[src/rtl/alu_pkg.sv]
// Shared ALU definitions: opcodes, writeback destination encodings, result-stage
// state encoding and the wide-op classifier used by both the ALU and its result stage.
package alu_pkg;

    localparam logic [4:0] ALU_ADD  = 5'd0;
    localparam logic [4:0] ALU_SUB  = 5'd1;
    localparam logic [4:0] ALU_MUL  = 5'd2;
    localparam logic [4:0] ALU_DIV  = 5'd3;
    localparam logic [4:0] ALU_SHR  = 5'd4;
    localparam logic [4:0] ALU_SHRA = 5'd5;
    localparam logic [4:0] ALU_SHL  = 5'd6;
    localparam logic [4:0] ALU_ROR  = 5'd7;
    localparam logic [4:0] ALU_ROL  = 5'd8;
    localparam logic [4:0] ALU_AND  = 5'd9;
    localparam logic [4:0] ALU_OR   = 5'd10;
    localparam logic [4:0] ALU_NEG  = 5'd11;
    localparam logic [4:0] ALU_NOT  = 5'd12;

    localparam logic [1:0] WB_GPR = 2'b00;
    localparam logic [1:0] WB_LO  = 2'b01;
    localparam logic [1:0] WB_HI  = 2'b10;

    typedef enum logic [1:0] {
        ST_IDLE   = 2'd0,
        ST_WB_GPR = 2'd1,
        ST_WB_LO  = 2'd2,
        ST_WB_HI  = 2'd3
    } state_t;

    // MUL/DIV produce a full 64-bit result written as a LO/HI pair.
    function automatic logic is_wide_op(input logic [4:0] op);
        return (op == ALU_MUL) || (op == ALU_DIV);
    endfunction

endpackage

[src/rtl/alu_result_stage.sv]
// ALU result stage: captures C into Z, derives zero/neg flags and streams the
// result to the register file as one GPR beat or a LO-then-HI pair.
module alu_result_stage
    import alu_pkg::*;
#(
    parameter int DATA_W = 32
) (
    input  logic                clk,
    input  logic                clear,
    input  logic [2*DATA_W-1:0] alu_c,
    input  logic [4:0]          alu_op,
    input  logic                cap_valid,
    output logic                cap_ready,
    input  logic                flush,
    output logic [DATA_W-1:0]   z_hi,
    output logic [DATA_W-1:0]   z_lo,
    output logic                zero_flag,
    output logic                neg_flag,
    output logic                wb_valid,
    input  logic                wb_ready,
    output logic [DATA_W-1:0]   wb_data,
    output logic [1:0]          wb_sel,
    output logic                busy
);

    state_t              state_q, state_d;
    logic [4:0]          op_q;
    logic                accept, last_accept, cap_fire;
    logic [DATA_W-1:0]   z_hi_d, z_lo_d;
    logic                wb_valid_d;
    logic [DATA_W-1:0]   wb_data_d;
    logic [1:0]          wb_sel_d;

    assign accept      = wb_valid & wb_ready;
    assign last_accept = accept & ((state_q == ST_WB_GPR) | (state_q == ST_WB_HI));
    assign cap_ready   = (state_q == ST_IDLE) | last_accept;
    // flush wins over a coincident capture
    assign cap_fire    = cap_valid & cap_ready & ~flush;
    assign busy        = (state_q != ST_IDLE);

    always_ff @(posedge clk or posedge clear) begin
        if (clear) state_q <= ST_IDLE;
        else       state_q <= state_d;
    end

    always_comb begin
        state_d = state_q;
        if (flush) begin
            state_d = ST_IDLE;
        end else begin
            case (state_q)
                ST_WB_GPR: if (accept) state_d = ST_IDLE;
                ST_WB_LO:  if (accept) state_d = is_wide_op(op_q) ? ST_WB_HI : ST_IDLE;
                ST_WB_HI:  if (accept) state_d = ST_IDLE;
                default:   state_d = state_q;
            endcase
            if (cap_fire) state_d = is_wide_op(alu_op) ? ST_WB_LO : ST_WB_GPR;
        end
    end

    // Beat contents are precomputed from the next state and next Z so the
    // writeback outputs come straight from flops.
    always_comb begin
        z_hi_d     = cap_fire ? alu_c[2*DATA_W-1:DATA_W] : z_hi;
        z_lo_d     = cap_fire ? alu_c[DATA_W-1:0]        : z_lo;
        wb_valid_d = 1'b0;
        wb_data_d  = '0;
        wb_sel_d   = WB_GPR;
        case (state_d)
            ST_WB_GPR: begin wb_valid_d = 1'b1; wb_data_d = z_lo_d; wb_sel_d = WB_GPR; end
            ST_WB_LO:  begin wb_valid_d = 1'b1; wb_data_d = z_lo_d; wb_sel_d = WB_LO;  end
            ST_WB_HI:  begin wb_valid_d = 1'b1; wb_data_d = z_hi_d; wb_sel_d = WB_HI;  end
            default:   ;
        endcase
    end

    always_ff @(posedge clk or posedge clear) begin
        if (clear) begin
            wb_valid <= 1'b0;
            wb_data  <= '0;
            wb_sel   <= WB_GPR;
        end else begin
            wb_valid <= wb_valid_d;
            wb_data  <= wb_data_d;
            wb_sel   <= wb_sel_d;
        end
    end

    always_ff @(posedge clk or posedge clear) begin
        if (clear) begin
            z_hi      <= '0;
            z_lo      <= '0;
            op_q      <= ALU_ADD;
            zero_flag <= 1'b0;
            neg_flag  <= 1'b0;
        end else if (cap_fire) begin
            z_hi <= z_hi_d;
            z_lo <= z_lo_d;
            op_q <= alu_op;
            if (is_wide_op(alu_op)) begin
                zero_flag <= (alu_c == '0);
                neg_flag  <= alu_c[2*DATA_W-1];
            end else begin
                zero_flag <= (alu_c[DATA_W-1:0] == '0);
                neg_flag  <= alu_c[DATA_W-1];
            end
        end
    end

endmodule

[config.mk]
export PLATFORM = sky130hd
export DESIGN_NAME = alu_result_stage
export DESIGN_NICKNAME = d
export VERILOG_FILES = /design/src/rtl/alu_pkg.sv /design/src/rtl/alu_result_stage.sv
export SDC_FILE = /design/constraint.sdc
export NUM_CORES = 1
export LEC_CHECK = 0
export BUFFER_PORTS_ARGS = -buffer_cell sky130_fd_sc_hd__clkbuf_2
export CAP_MARGIN = 20
export CORE_MARGIN = 2
export CORE_UTILIZATION = 50
export CTS_BUF_LIST = sky130_fd_sc_hd__clkbuf_16
export CTS_CLUSTER_SIZE = 24
export DETAILED_ROUTE_END_ITERATION = 12
export PLACE_DENSITY = 0.82
export RECOVER_POWER = 100
export SETUP_SLACK_MARGIN = 0.3
export SYNTH_ARGS = -nofsm -noshare
export SYNTH_HDL_FRONTEND = slang
export SYNTH_SLANG_ARGS = --single-unit
[constraint.sdc]
create_clock -name clk -period 5.9 [get_ports clk]
set_input_delay 0.885 -clock clk [delete_from_list [all_inputs] [get_ports clk]]
set_output_delay 0.885 -clock clk [all_outputs]
set_load 0.1 [all_outputs]
==> results.json <==
{
  "routedWlPerCell_um": 19.6,
  "seq_area_frac_synth_pct": 61.2,
  "synth-seq-cells": 107,
  "drt_iter0_markers": 138,
  "internal_power_uw": 1390,
  "place_area_um2": 5290,
  "slew_headroom_pct": -61.8,
  "dp_hpwl_mm": 8.04,
  "grt.total_usage_pct": 23.4,
  "grt_max_degree": 65,
  "dr_wl_met2_mm": 5.55,
  "wl_mm": 11.1,
  "irDropWorstVdd_mv": 0.272,
  "synth_area_leaders": "dfrtp_1 (61%), mux2_4 (9.6%), mux2_2 (9.0%), a32o_1 (7.3%), nor4_1 (2.3%)",
  "initial_utilization_pct": 50.9,
  "postCtsHoldBufs": 0,
  "io_pins": 177,
  "layout_common_cells": "clkbuf_1 (107), dfrtp_1 (107), clkbuf_2 (71)",
  "finalNonFillerCells": 563,
  "dr.max_layer_used": "met4",
  "grt_overflow": 0,
  "holdPathStages": 1,
  "dp_cells": 547,
  "rsz0062_at_grt": "false",
  "fmaxAchievable_mhz": 248,
  "status": "complete, but fails checks",
  "cts_tree": "built",
  "ys_warn_count": 0,
  "p_seq_share_pct": 32.6,
  "setup_viol": 0,
  "tns_ns": 0,
  "start_kind": "input port",
  "areaGrowthSynthToFinish_pct": 23.1,
  "violations": "capacitance limit, slew limit",
  "viasPerCell": 5.55,
  "root_buffer": "clkbuf_16",
  "fin_util_pct": 62.6,
  "m1WireLength_mm": 4.70,
  "die-area_um2": 9510,
  "fin_skew_ns": 0.0114,
  "clock_latency_ns": 0.34,
  "hp-class": "flip-flop to flip-flop",
  "synth.distinct_cells": 31,
  "drv_slew": 154,
  "nets": 528,
  "criticalPathCategory": "input port to flip-flop",
  "crit_path_max_fanout": 43,
  "die_y_um": 97.5,
  "num_rows": 34,
  "synth_area_um2": 4370,
  "drt_pass1_iterations": 4,
  "hold_viol": 0,
  "r2r.worst_path.cells": 6,
  "layout-drive-gt1-share_pct": 23.3,
  "cts_buffers": 9,
  "worstMarginPinSlew_ns": 2.43,
  "sw_frac_of_total_pct": 50.7,
  "finish.instance_area_um2": 5380,
  "clkSinkCount": 107,
  "grt_pass1_vias": 3217,
  "rrSetupSlack_ns": 2.07,
  "power.leakage_uw": 0.00239,
  "cts_buffer_depth": 2,
  "fin_crit_sh_pct": 68.5,
  "antenna_left": 0,
  "switching_power_uw": 1430,
  "cts.clk_slew.worst_paths_ns": 0.07,
  "cts_resized": 0,
  "cap_violations": 3,
  "endpoint_kind": "flip-flop",
  "io_buffers": 175,
  "antenna_found_initial": 0,
  "cp_data_required_time_ns": 6.12,
  "synthCells": 275,
  "antenna_cells": 0,
  "p_clk_share_pct": 23.2,
  "period_minus_slack_ns": 4.04,
  "drc": 0,
  "synth_top_area_share_pct": 61.2,
  "wl_met3_um": 599,
  "cts_setup_buffers": 0,
  "yosysTopAreaCell": "dfrtp_1",
  "htreeDepth": 3,
  "cp.arrival_ns": 4.26,
  "gp_congestion": 0.809,
  "core_um2": 8590,
  "combPwrFrac_pct": 44.2,
  "syn_area_per_cell_um2": 15.9,
  "p_per_area_nw_per_um2": 525,
  "syn-num-nets": 353,
  "die_w_um": 97.5,
  "vias": 3127,
  "grt_pass1_wl_mm": 17.4
}
==> flip-flops by register name (all words and copies together), names as in the netlist, 2 cells and up <==
| signal | count |
|---|---|
| z_hi | 32 |
| wb_sel | 2 |
| state_q | 2 |
| op_q | 4 |
| z_lo | 32 |
| wb_data | 32 |
==> power by group through the flow <==
stage	combinational, µW	clock (µW)	sequential (µW)
floorplan	246	0	1790
global placement	1320	0	929
detailed placement	1330	0	938
CTS	1330	669	926
global route	1280	698	935
finish	1250	656	921
==> logic make-up after synthesis <==
family / Yosys count / synth area share, %
DFF: 107 / 61.2
muxes: 70 / 20.4
AOI/OAI and AO/OA: 39 / 8.58
and+or+nand+nor: 36 / 5.21
buffers and inverters: 19 / 3.46
adders and majority gates: 4 / 1.14
==> final timing paths <==
kind,start,end
worst max-delay path,flush,wb_data[25]$_DFF_PP0_
worst min-delay path,z_hi[27]$_DFFE_PP0P_,z_hi[27]$_DFFE_PP0P_
worst max register to register,state_q[0]$_DFF_PP0_,wb_data[25]$_DFF_PP0_
worst min register to register,z_hi[27]$_DFFE_PP0P_,z_hi[27]$_DFFE_PP0P_
max in group asynchronous,clear,z_lo[18]$_DFFE_PP0P_
min in group asynchronous,clear,z_hi[31]$_DFFE_PP0P_
==> layout make-up <==
class	count	area, µm²
Tap cell	108	135
Clock inverter	7	109
Timing Repair Buffer	181	779
Clock buffer	9	225
Sequential cell	107	2680
Fill cell	759	3210
Inverter	2	8.76
Multi-Input combinational cell	149	1450
==> metal layers <==
layer  vias up  GRT usage [%]
met4         0           8.33
met2       128           39.2
met3        16           3.67
li1       1406              -
met5         -              0
met1      1577           31.1
==> synthesized netlist by cell type <==
library cell  number
nor4b_1            1
nand2_1            2
a21oi_1            2
and2b_1            1
nand3_1            1
nor3_2             1
or2_4              1
ha_1               4
buf_12             4
nor2_1             2
a32o_1            32
or3_1              1
nand2b_1           2
a21o_1             1
a31o_2             1
dfrtp_1          107
mux2_2            35
o21ai_0            1
nor4_1            16
nand4_1            4
a21oi_4            1
nor3_1             1
nor2b_1            2
mux2_1             5
a211oi_1           1
mux2_4            28
clkbuf_1           9
buf_4              4
inv_1              2
mux2i_1            2
or4bb_1            1
==> critical path: stages <==
cell	delay [ns]
clkbuf_1	0.13
nand2b_1	0.20
a21oi_4	0.11
buf_4	0.38
clkbuf_1	1.77
mux2_2	0.47
a32o_1	0.26
==> through the flow <==
step                power [µW]  hold slack (ns)  setup WS [ns]
global placement          2250            0.486           2.27
detailed placement        2270            0.500           2.15
finish                    2830            0.517           1.86
global route              2910            0.542           1.66
floorplan                 2040            0.473           2.20
CTS                       2930            0.523           2.51
(Power assumes the default switching activity.)
